$ cat config.mk
export PLATFORM = sky130hd
export DESIGN_NAME = program_sequencer
export DESIGN_NICKNAME = d
export VERILOG_FILES = /design/src/rtl/cpu_pkg.sv /design/src/rtl/reset_sync.sv /design/src/rtl/program_sequencer.sv
export SDC_FILE = /design/constraint.sdc
export NUM_CORES = 1
export LEC_CHECK = 0
export BUFFER_PORTS_ARGS = -buffer_cell sky130_fd_sc_hd__buf_2
export CAP_MARGIN = 20
export CORE_ASPECT_RATIO = 0.7
export CORE_MARGIN = 3
export CORE_UTILIZATION = 45
export DETAILED_ROUTE_END_ITERATION = 8
export PLACE_DENSITY = 0.74
export SLEW_MARGIN = 20
export SYNTH_ARGS = -nofsm -noshare
export SYNTH_HDL_FRONTEND = slang
export SYNTH_SLANG_ARGS = --single-unit
export TNS_END_PERCENT = 20
$ cat constraint.sdc
create_clock -name clk -period 1.83 [get_ports clk]
set_input_delay 0.366 -clock clk [delete_from_list [all_inputs] [get_ports clk]]
set_output_delay 0.366 -clock clk [all_outputs]
set_load 0.05 [all_outputs]
$ cat src/rtl/cpu_pkg.sv
// Shared constants for the CPU core: FSM encodings and address widths.
package cpu_pkg;

  localparam int PC_W   = 8;
  localparam int PAGE_W = 4;

  typedef enum logic [1:0] {
    ST_RST  = 2'd0,
    ST_RUN  = 2'd1,
    ST_HOLD = 2'd2,
    ST_HALT = 2'd3
  } state_t;

endpackage

$ cat src/rtl/reset_sync.sv
// Two-flop reset synchroniser: asserts asynchronously, releases on clk.
module reset_sync (
  input  logic clk,
  input  logic rst_async_n_i,
  output logic rst_sync_n_o
);

  logic meta_q;
  logic sync_q;

  // Shift a 1 through two flops after the asynchronous reset releases.
  always_ff @(posedge clk or negedge rst_async_n_i) begin
    if (!rst_async_n_i) begin
      meta_q <= 1'b0;
      sync_q <= 1'b0;
    end else begin
      meta_q <= 1'b1;
      sync_q <= meta_q;
    end
  end

  assign rst_sync_n_o = sync_q;

endmodule

$ cat src/rtl/program_sequencer.sv
// Program sequencer: drives the program-memory address stream, applies
// page-local jumps, stalls on hold, detects self-jump halts and counts
// issued instructions.
//
// state | meaning
// RST   | sync_reset high; waits RST_CYC clocks after synchronised release
// RUN   | issuing pc+1 or jump targets
// HOLD  | stalled; pc frozen until hold drops
// HALT  | self-jump seen; pc frozen until reset_n
module program_sequencer
  import cpu_pkg::*;
#(
  parameter int PC_W    = cpu_pkg::PC_W,
  parameter int RST_CYC = 2,
  parameter int CNT_W   = 16
) (
  input  logic              clk,
  input  logic              reset_n,
  input  logic              jmp,
  input  logic              jmp_nz,
  input  logic [PAGE_W-1:0] jmp_addr,
  input  logic              dont_jmp,
  input  logic              hold,
  output logic              sync_reset,
  output logic [PC_W-1:0]   pm_addr,
  output logic [PC_W-1:0]   pc,
  output logic              halted,
  output logic [1:0]        state,
  output logic [CNT_W-1:0]  instr_cnt
);

  localparam int RCW = $clog2(RST_CYC);

  state_t             state_q;
  logic [RCW-1:0]     rst_cnt_q;
  logic [PC_W-1:0]    pc_q;
  logic [PC_W-1:0]    pm_addr_d;
  logic [CNT_W-1:0]   instr_cnt_q;
  logic               rst_sync_n;
  logic               take;
  logic [PC_W-1:0]    tgt;

  reset_sync u_reset_sync (
    .clk           (clk),
    .rst_async_n_i (reset_n),
    .rst_sync_n_o  (rst_sync_n)
  );

  assign take       = jmp | (jmp_nz & ~dont_jmp);
  assign tgt        = {pc_q[PC_W-1:PAGE_W], jmp_addr};
  assign sync_reset = (state_q == ST_RST);

  // Next program-memory address, in priority order.
  always_comb begin
    pm_addr_d = pc_q + PC_W'(1);
    if (sync_reset) begin
      pm_addr_d = '0;
    end else if ((state_q == ST_HALT) || hold) begin
      pm_addr_d = pc_q;
    end else if (take) begin
      pm_addr_d = tgt;
    end
  end

  // Sequencer FSM with reset counter, pc and retired-instruction counter.
  always_ff @(posedge clk or negedge reset_n) begin
    if (!reset_n) begin
      state_q     <= ST_RST;
      rst_cnt_q   <= RCW'(RST_CYC - 1);
      pc_q        <= '0;
      instr_cnt_q <= '0;
    end else begin
      pc_q <= pm_addr_d;
      if ((state_q == ST_RUN) && !hold && !sync_reset && (instr_cnt_q != '1)) begin
        instr_cnt_q <= instr_cnt_q + CNT_W'(1);
      end
      case (state_q)
        ST_RST: begin
          if (rst_sync_n) begin
            if (rst_cnt_q == '0) begin
              state_q <= ST_RUN;
            end else begin
              rst_cnt_q <= rst_cnt_q - RCW'(1);
            end
          end
        end
        ST_RUN: begin
          if (hold) begin
            state_q <= ST_HOLD;
          end else if (take && (tgt == pc_q)) begin
            state_q <= ST_HALT;
          end
        end
        ST_HOLD: begin
          if (!hold) begin
            state_q <= ST_RUN;
          end
        end
        default: state_q <= ST_HALT;
      endcase
    end
  end

  assign pm_addr   = pm_addr_d;
  assign pc        = pc_q;
  assign halted    = (state_q == ST_HALT);
  assign state     = state_q;
  assign instr_cnt = instr_cnt_q;

endmodule

# Word-level counts from Yosys, hierarchy flattened
# Cells that the tools add are included.
[totals] reg_bits=29 input_bits=10 out_inout_bits=36 word_cells=41
[classes] add_sub_neg=3 eq_ne=9 mux=10 bitwise=3 n_reduce_logical=10
[ops] cell="$mux 8" n=3
[ops] cell="$add 16x1->16 const B" n=1
[ops] cell="$ne 16x16->1 const B" n=1
[ops] cell="$mux 2" n=5
[ops] cell="$add 8x1->8 const B" n=1
[ops] cell="$pmux 2 s3" n=1
[ops] cell="$eq 2x2->1 const B" n=2
[ops] cell="$eq 4x4->1" n=1
[ops] cell="$logic_and 1x1->1" n=4
[ops] cell="$ne 2x2->1 const B" n=2
[ops] cell="$reduce_and 4->1" n=1
[ops] cell="$ne 3x2->1 const B" n=1
[ops] cell="$eq 2x1->1 const B" n=1
[ops] cell="$logic_not 1->1" n=2
[ops] cell="$logic_not 2->1" n=1
[ops] cell="$ne 2x1->1 const B" n=1
[ops] cell="$reduce_and 2->1" n=1
[ops] cell="$and 1x1->1" n=1
[ops] cell="$logic_or 1x1->1" n=1
[ops] cell="$mux 1" n=1
[ops] cell="$not 1->1" n=1
[ops] cell="$or 1x1->1" n=1
[ops] cell="$sub 1x1->1 const B" n=1

# Longest topological paths before layout
# Gate-level depths: netlist of the first run.
[depth] word_depth=7 mapped_depth=5 mapped_depth_nobuf=5

# By module
# Synthesis of the first run repeated with hierarchy kept, for this count alone.
[hier_totals] hier_cells=160 area_unflattened_um2=1564.0
[by_module_without_submodules] mod="program_sequencer" n_inst=1 cells_each=157 area_each_um2=1510.2 seq_area_each_um2=676.9
[by_module_without_submodules] mod="reset_sync" n_inst=1 cells_each=3 area_each_um2=53.8 seq_area_each_um2=50.0

# Worst setup path after synthesis of the first run
# OpenSTA, ideal clock, no wires.
[synth_path] kind="flip-flop to output port" start="reg state_q[1], in the netlist state[1]" end="out pm_addr[1]" arrival_ps=2768 required_time_ps=1464 slack_ps=-1304 path_stages_with_launch=5 path_cell_list="dfrtp_1 > buf_4 > or2_2 > clkinv_1 > a211oi_1"
[synth_via] elab_cells_between_ends=5 classes_between="eq/ne: 1; mux: 2; reduce/logical: 2"
[synth_lines] element="start, declared" line_no="program_sequencer.sv:34" text="state_t state_q;"
[synth_lines] element="start signal, assigned" line_no="program_sequencer.sv:68" text="state_q <= ST_RST;"
[synth_lines] element="start signal, assigned" line_no="program_sequencer.sv:81" text="state_q <= ST_RUN;"
[synth_lines] element="start signal, assigned" line_no="program_sequencer.sv:89" text="state_q <= ST_HOLD;"
[synth_lines] element="$logic_not 2->1" line_no="program_sequencer.sv:51" text="assign sync_reset = (state_q == ST_RST);"
[synth_lines] element="net sync_reset" line_no="program_sequencer.sv:24" text="output logic sync_reset,"
[synth_lines] element="$mux 8" line_no="program_sequencer.sv:56" text="if (sync_reset) begin"
[synth_lines] element="end, declared" line_no="program_sequencer.sv:25" text="output logic [PC_W-1:0] pm_addr,"
# The timed path passes the listed nets, and every way through them passes these cells.

# Worst setup path after layout of the first run
[layout_path] start="reg state_q[0], in the netlist state[0]" end="out pm_addr[7]"
[layout_via] elab_chain_len=4 elab_cells_between_ends=5 classes_between="eq/ne: 1; mux: 2; reduce/logical: 2"
[layout_lines] element="$eq 2x2->1" line_no="program_sequencer.sv:58" text="end else if ((state_q == ST_HALT) || hold) begin"
[layout_lines] element="$logic_or 1x1->1" line_no="program_sequencer.sv:58"
[layout_lines] element="$mux 8" line_no="program_sequencer.sv:58"
[layout_lines] element="$mux 8 (*)" line_no="program_sequencer.sv:56"
# Mark *: on every way between the ends. The rest lies on a longest branch, timed or not.

==> impl_metrics.yaml, run 1 <==
cts:
  cts.clk_slew.worst_paths_ns: 0.06
  cts-root-buf: "clkbuf_8"
  cts_sinks: 29
  htree_levels: 2
  cts_max_path_buffers: 2
  cts_tree: "done"
  clock_latency_ns: 0.28
  hold_buffers: 0
  cts_inserted_buffers: 5
drt:
  maxUsedRoutingLayer: "met4"
  met3_length_um: 218
  ant_nets: 0
  routed_via_density: 5.50
  met1_length_mm: 2.04
  dr.pass1.iters: 4
  routed_wl_mm: 4.48
  drt_iter0_markers: 190
  drcViolationCount: 0
  vias: 1573
  wl_met2_mm: 2.12
  wire_per_inst_um: 15.7
place:
  placedInstanceArea_mm2: 0.00212
  hpwl_mm: 3.23
  gp_congestion: 0.845
  numPlacedInstances: 277
  dp_slack_ns: -0.332
  port-buffer-count: 45
final_layout:
  multi_input_area_um2: 916
  nets: 250
  layout.cells.non_filler: 286
  drive_gt1_share_pct: 47.7
  area_delta_synth_final_pct: 49.4
  fill_cells: 235
  antennaDiodeCount: 0
  final_area_mm2: 0.00234
  ff_latch_area_um2: 732
power_and_ir_drop:
  power_leakage_nw: 1.06
  powerDensity_mw_per_mm2: 1230
  peakVddDrop_mv: 0.832
die:
  core.rowCount: 17
  initial_core_util_pct: 48.4
  die-area_mm2: 0.00423
  coreArea_mm2: 0.00323
  io_pins: 46
  die_h_um: 55.3
  die_x_um: 76.5
status:
  outcome: "finished, violations left"
  failed_checks: "setup timing"
critical_path:
  crit_arrival_ns: 1.97
  cpPeakStageDelay_ns: 0.53
  cp_common_cell: "a21oi_4"
  endpoint_kind: "output pin"
  slowest_stage: "or4_4"
  critPathKind: "flip-flop to output pin"
  worst-endpoint-required_ns: 1.46
  cp_max_fo: 4
  cp_cell_sequence: "a21oi_4 -> nand4_1 -> or4_4 -> a21oi_4 -> buf_6"
  startpoint_type: "flip-flop"
yosys:
  synth_flop_cell: "dfrtp_1"
  async_flop_share_pct: 100
  yosysUniqueCellTypes: 46
  synthTopCellsByArea: "dfrtp_1 45%, xor2_1 4.5%, nand4_1 3.2%"
  synth.yosys.warnings: 0
  synth_nets: 172
  yosysTopAreaCell: "dfrtp_1"
  yosys-top-cells-count: "28 x dfrtp_1, 13 x nand2_1, 12 x nor2_1"
  syn_area_per_cell_um2: 9.78
  synth_edf_count: 0
  syn-cell-area_mm2: 0.00156
  synth_top_area_share_pct: 44.8
  ys_ff_latch: 29
  seq_area_frac_synth_pct: 46.5
  synth.most_common_cell: "dfrtp_1"
  synthCells: 160
sta:
  timing.fmax_ghz: 0.428
  finalHoldViolations: 0
  period_needed_ns: 2.34
  min_period_over_period_pct: 128
  maxSlewViolCount: 0
  fin_skew_ns: 0.00614
  finalSetupViolCount: 9
  rsz0062_at_grt: "true"
  relSlewSlack_pct: 57.6
  fin_ws_ns: -0.507
  worst_pin_slew_ns: 0.636
  fin_hold_ws_ns: 0.104
global_route:
  antenna_found_initial: 0
  grt_pass1_vias: 1519
  grt_max_degree: 30
  grt.total_usage_pct: 22.3
  grt_overflow: 0
  grt_pass1_wl_mm: 7.51
job:
  drv_cap: 0
min_path:
  hp-class: "input port to asynchronous set/reset pin"
==> layer usage <==
layer  GRT usage (%)  vias to the layer above
met5               0                        -
met4            8.79                        0
met3            5.86                       11
met2            34.0                       53
met1            30.2                      762
li1                -                      747
==> worst paths after layout <==
kind                                          start                        end  slack, ns  cells past startpoint
worst max register to register             state[1]               instr_cnt[6]       0.07                      5
min in group clk                u_reset_sync.meta_q  u_reset_sync.rst_sync_n_o       0.35                      0
max in group asynchronous                   reset_n                      pc[0]       1.27                      1
worst max-delay path                       state[0]                 pm_addr[7]      -0.51                      5
worst min-delay path                        reset_n                      pc[6]       0.10                      1
worst min register to register  u_reset_sync.meta_q  u_reset_sync.rst_sync_n_o       0.35                      0
==> logic make-up (layout without fill, tap and decap cells) <==
logic type,count (synthesis),after routing,synth area share [%]
AOI/OAI and AO/OA,31,31,13.4
xor gates and xnor gates,11,11,6.16
buffers and inverters,10,89,2.72
and+or+nand+nor,71,71,25.9
adders and majority gates,2,2,1.60
other,1,1,0.240
muxes,5,5,3.44
DFF,29,29,46.5
==> layout make-up <==
class	instances	area share, %
clock buffers	8	3.43
repair buffers	74	22.2
inverters	7	1.34
multi-input cells	121	39.2
flip-flops and latches	29	31.3
well taps	47	2.52
==> state kept, by name, summed over array words and instances (netlist names) <==
name and cells:
rst_cnt_q 1, instr_cnt 16, u_reset_sync.rst_sync_n_o 1, pc 8
u_reset_sync.meta_q 1, state 2
==> worst max-delay path: cells and delay by family (launching register included) <==
family                 cells  cell delay [ns]
AO/OA/AOI/OAI              2             0.36
buffers and inverters      1             0.17
flip-flops                 1             0.43
AND/OR/NAND/NOR            2             0.73
==> stage by stage <==
stage / TNS (ns) / utilization, % / power, mW
final: -2.61 / 72.3 / 2.87
after global routing: -3.25 / 72.3 / 3.02
after CTS: -2.53 / 71.6 / 2.86
after detailed placement: -1.84 / 65.6 / 2.25
after global placement: -1.50 / 65.6 / 2.22
after floorplan: -4.36 / - / 1.84
==> placed cells by master (no fill, tap or decap), drive strengths merged, types with 5 or more instances in the layout <==
cell type | Yosys | final
nor2 | 12 | 12
nand2 | 13 | 13
dfrtp | 28 | 28
buf | 2 | 74
nor3 | 7 | 7
clkbuf | 1 | 8
nand4 | 8 | 8
nor4 | 5 | 5
xor2 | 8 | 8
a21oi | 9 | 9
inv | 6 | 6
nand3 | 6 | 6
==> where the power goes <==
group	switching (mW)	total, mW	internal [mW]
Combinational	0.995	1.48	0.485
Clock	0.228	0.497	0.269
Sequential	0.137	0.894	0.757
Total	1.36	2.87	1.51
==> timing repair <==
| action | 4_1_cts | 5_1_grt |
|---|---|---|
| buffers inserted | 1 | 0 |
| resized for setup | 30 | 6 |
| endpoints found under the setup margin | 9 | 11 |
| cloned | 0 | 0 |
| pin swaps | 6 | 0 |
(Power assumes the default switching activity.)
==> inputs of run 2 (changes only) <==
--- a/config.mk
+++ b/config.mk
@@ -11,7 +11,7 @@
 export CORE_MARGIN = 3
 export CORE_UTILIZATION = 45
 export DETAILED_ROUTE_END_ITERATION = 8
-export PLACE_DENSITY = 0.74
+export PLACE_DENSITY = 0.71
 export SLEW_MARGIN = 20
 export SYNTH_ARGS = -nofsm -noshare
 export SYNTH_HDL_FRONTEND = slang
==> impl_metrics.yaml, run 2 (synthesis results as in run 1) <==
critical_path:
  cp_max_fo: 4
  reg2reg_from: "state[0]"
  timing.reg2reg.setup_slack_ns: 0.03
  rr_worst_depth: 6
  crit_path_start: "state[0]"
  slowest_stage: "or4_4"
  critPathKind: "flip-flop to output pin"
  path_buf_inv: 1
  cp_cell_sequence: "a21oi_4 -> nand4_1 -> or4_4 -> a21oi_4 -> buf_6"
  cpPeakStageDelay_ns: 0.54
  cp_common_cell: "a21oi_4"
  crit_arrival_ns: 1.98
  startpoint_type: "flip-flop"
  worst-endpoint-required_ns: 1.46
  cpLargestDelayFamily: "simple AND/OR/NAND/NOR gates"
  reg2reg_to: "instr_cnt[6]"
  endpoint_kind: "output pin"
sta:
  fin_ws_ns: -0.519
  period_needed_ns: 2.35
  worst_pin_slew_ns: 0.626
  finalSetupViolCount: 9
  timing.fmax_ghz: 0.426
  relSlewSlack_pct: 58.2
  finalHoldViolations: 0
  fin_hold_ws_ns: 0.103
  fin_tns_setup_ns: -2.93
  fin_skew_ns: 0.00421
  min_period_over_period_pct: 128
  rsz0062_at_grt: "true"
  maxSlewViolCount: 0
global_route:
  grt_busiest_layer: "met2"
  grt.total_usage_pct: 21.9
  grt_pass1_wl_mm: 7.58
  gr-usage-met2_pct: 33.2
  grt_overflow: 0
  grt_use_met1_pct: 31.7
  grt_pass1_vias: 1578
  grt_max_degree: 30
  antenna_found_initial: 0
  met3_usage_pct: 5.21
final_layout:
  antennaDiodeCount: 0
  layout_commonest_cell: "buf_2"
  final_cell_mix: "36 x buf_2, 30 x buf_4, 24 x dfrtp_1, 13 x nand2_1, 11 x nor2_1"
  largest_reg_flops: 16
  drive_gt1_share_pct: 48.8
  area_delta_synth_final_pct: 51.6
  layout.cells.non_filler: 289
  nets: 253
power_and_ir_drop:
  powerDensity_mw_per_mm2: 1260
  power_leakage_nw: 1.08
  peakVddDrop_mv: 1.02
  power.total_mw: 2.98
place:
  numPlacedInstances: 278
  port-buffer-count: 45
  dp_slack_ns: -0.384
  gp_congestion: 0.872
  hpwl_mm: 3.17
cts:
  cts-root-buf: "clkbuf_8"
  clock_latency_ns: 0.28
  cts_inserted_buffers: 5
  cts_max_path_buffers: 2
  cts.clk_slew.worst_paths_ns: 0.06
  cts_sinks: 29
  htree_levels: 2
  cts_tree: "done"
die:
  core.rowCount: 17
  initial_core_util_pct: 48.4
  coreArea_mm2: 0.00323
  die_x_um: 76.5
  die-area_mm2: 0.00423
  die_h_um: 55.3
  io_pins: 46
drt:
  vias: 1568
  drt_iter0_markers: 89
  ant_nets: 0
  drcViolationCount: 0
  dr.pass1.iters: 4
  wire_per_inst_um: 15.4
  routed_via_density: 5.43
  routed_wl_mm: 4.44
status:
  outcome: "finished, violations left"
  failed_checks: "setup timing"
job:
  drv_cap: 0
min_path:
  hp-class: "input port to asynchronous set/reset pin"
run 2: per-stage QoR:
stage / utilization, % / cell area (µm²)
5_1_grt: 73.3 / 2370
3_3_place_gp: 65.8 / 2130
6_report: 73.3 / 2370
2_1_floorplan: - / 1650
4_1_cts: 72.0 / 2330
3_5_place_dp: 65.8 / 2130
run 2: how the worst max path moves through the flow:
stage / endpoint / cells after the start / slack (ns)
3_3_place_gp: pm_addr[7] / 6 / -0.32
6_report: pm_addr[7] / 5 / -0.52
3_5_place_dp: pm_addr[7] / 6 / -0.38
2_1_floorplan: pm_addr[7] / 5 / -0.52
4_1_cts: pm_addr[7] / 5 / -0.54
5_1_grt: pm_addr[7] / 5 / -0.63
run 2: layout make-up:
class	count	area (µm²)
well taps	47	58.8
fillers	249	862
flip-flops and latches	29	732
multi-input cells	121	911
inverters	7	31.3
repair buffers	77	537
clock inverters	1	5.00
clock buffers	7	96.3
run 2: worst register-to-register path: stages, from the launching register on:
cell and delay [ns]:
dfrtp_2 0.39, buf_4 0.11, buf_4 0.13, or3b_4 0.42, or2_4 0.28, nor4_4 0.24, xor2_1 0.16
run 2: per-layer routing:
layer | vias to the layer above | wire length [µm]
met1 | 756 | 2030
met3 | 6 | 268
met5 | - | 0
met4 | 0 | 48
li1 | 753 | -
met2 | 53 | 2090
run 2: power by group:
part | switching (mW) | leakage, nW | internal (mW)
combinational | 1.01 | 0.662 | 0.511
clock | 0.241 | 0.0542 | 0.339
sequential | 0.129 | 0.362 | 0.757
run 2: what timing repair did:
item	4_1_cts	5_1_grt
setup buffers	1	2
pin swaps	5	2
gates resized for setup	27	5
hold buffers	0	0
setup endpoints to repair	9	13
==> inputs of run 3 (changes only) <==
--- a/config.mk
+++ b/config.mk
@@ -5,7 +5,7 @@
 export SDC_FILE = /design/constraint.sdc
 export NUM_CORES = 1
 export LEC_CHECK = 0
-export BUFFER_PORTS_ARGS = -buffer_cell sky130_fd_sc_hd__buf_2
+export BUFFER_PORTS_ARGS = -buffer_cell sky130_fd_sc_hd__buf_4
 export CAP_MARGIN = 20
 export CORE_ASPECT_RATIO = 0.7
 export CORE_MARGIN = 3
==> impl_metrics.yaml, run 3 (synthesis results as in run 1) <==
status:
  outcome: "finished, violations left"
  failed_checks: "setup timing"
drt:
  drt_iter0_markers: 88
  routed_wl_mm: 4.63
  routed_via_density: 5.41
  wire_per_inst_um: 16.2
  vias: 1542
  ant_nets: 0
  dr.pass1.iters: 4
  drcViolationCount: 0
power_and_ir_drop:
  seq_power_share_pct: 29.4
  pwr-share-clk_pct: 17.3
  peakVddDrop_mv: 0.994
  p_switching_mw: 1.40
  powerDensity_mw_per_mm2: 1240
  power.total_mw: 3.03
  combPwrFrac_pct: 53.3
  power_leakage_nw: 1.07
  intPower_mw: 1.64
  switching_share_pct: 46.1
sta:
  finalSetupViolCount: 9
  period_needed_ns: 2.29
  maxSlewViolCount: 0
  fin_ws_ns: -0.455
  min_period_over_period_pct: 125
  worst_pin_slew_ns: 0.494
  fin_skew_ns: 0.00502
  timing.fmax_ghz: 0.438
  rsz0062_at_grt: "true"
  finalHoldViolations: 0
  relSlewSlack_pct: 66.8
global_route:
  grt_pass1_wl_mm: 7.60
  grt_pass1_vias: 1556
  grt.total_usage_pct: 22.7
  grt_overflow: 0
  antenna_found_initial: 0
  grt_max_degree: 30
critical_path:
  endpoint_kind: "output pin"
  cp_max_fo: 4
  worst-endpoint-required_ns: 1.46
  crit_arrival_ns: 1.92
  startpoint_type: "flip-flop"
  critPathKind: "flip-flop to output pin"
place:
  gp_congestion: 0.915
  port-buffer-count: 45
  hpwl_mm: 3.41
  numPlacedInstances: 277
final_layout:
  nets: 250
  area_delta_synth_final_pct: 56.5
  final_cell_mix: "63 x buf_4, 24 x dfrtp_1, 13 x nand2_1, 12 x nor2_1, 9 x buf_6"
  layout_commonest_cell: "buf_4"
  fill_cells: 234
  antennaDiodeCount: 0
  drive_gt1_share_pct: 47.9
  layout.cells.non_filler: 285
  largest_reg_flops: 16
cts:
  cts_inserted_buffers: 5
  cts_sinks: 29
  cts_max_path_buffers: 2
  htree_levels: 2
  clock_latency_ns: 0.28
  hold_buffers: 0
  cts-root-buf: "clkbuf_8"
  cts.clk_slew.worst_paths_ns: 0.06
  cts_tree: "done"
job:
  drv_cap: 0
die:
  core.rowCount: 17
  coreArea_mm2: 0.00323
  die_h_um: 55.3
  die_x_um: 76.5
  initial_core_util_pct: 48.4
  io_pins: 46
  die-area_mm2: 0.00423
min_path:
  hp-class: "input port to asynchronous set/reset pin"
[run 3: routing by layer]
| layer | routed length (µm) | global-route usage [%] |
|---|---|---|
| met5 | 0 | 0 |
| met4 | 37 | 6.46 |
| met3 | 273 | 4.72 |
| met2 | 2290 | 36.3 |
| met1 | 2030 | 31.2 |
[run 3: worst max-delay path, stage by stage (launching register included)]
cell and delay, ns:
dfrtp_2 0.43, a21oi_4 0.22, nand4_1 0.16, or4_4 0.52, a21oi_4 0.15, buf_6 0.17
[run 3: layout make-up]
class,count,area [µm²],share of cell area (%)
tap,47,58.8,2.40
multi-input combinational,121,935,38.2
clock buffer,7,86.3,3.53
sequential,29,732,29.9
timing repair buffer,74,604,24.7
inverter,7,31.3,1.28
[run 3: timing repair]
item,4_1_cts,5_1_grt
pin swaps,5,1
buffers inserted,1,0
resized for setup,21,5
hold endpoints to repair,0,0
endpoints found under the setup margin,9,13
[run 3: path summary, 6_finish.rpt]
kind | startpoint | end | slack, ns | cells past startpoint
max in group asynchronous | reset_n | rst_cnt_q | 1.51 | 1
min | reset_n | pc[6] | 0.00002 | 1
min in group clk | u_reset_sync.meta_q | u_reset_sync.rst_sync_n_o | 0.36 | 0
min reg2reg | u_reset_sync.meta_q | u_reset_sync.rst_sync_n_o | 0.36 | 0
max | state[0] | pm_addr[7] | -0.46 | 5
max reg2reg | state[1] | instr_cnt[6] | 0.09 | 5
[run 3: through the flow]
step	setup WS, ns	hold slack, ns	utilization, %	setup TNS [ns]	cell area, µm²
4_1_cts	-0.474	0.0105	74.7	-2.48	2410
5_1_grt	-0.547	0.0177	75.7	-3.07	2450
2_1_floorplan	-0.520	0.0704	-	-4.36	1650
3_3_place_gp	-0.229	0.311	69.1	-0.873	2230
3_5_place_dp	-0.277	0.312	69.1	-1.14	2230
6_report	-0.455	0.0000209	75.7	-2.45	2450
[run 3: power groups by stage]
stage,logic [mW],clock network (mW),registers (mW)
floorplan,0.561,0,1.28
global placement,1.47,0,0.873
detailed placement,1.50,0,0.889
CTS,1.60,0.536,0.893
global route,1.70,0.564,0.916
finish,1.62,0.524,0.891
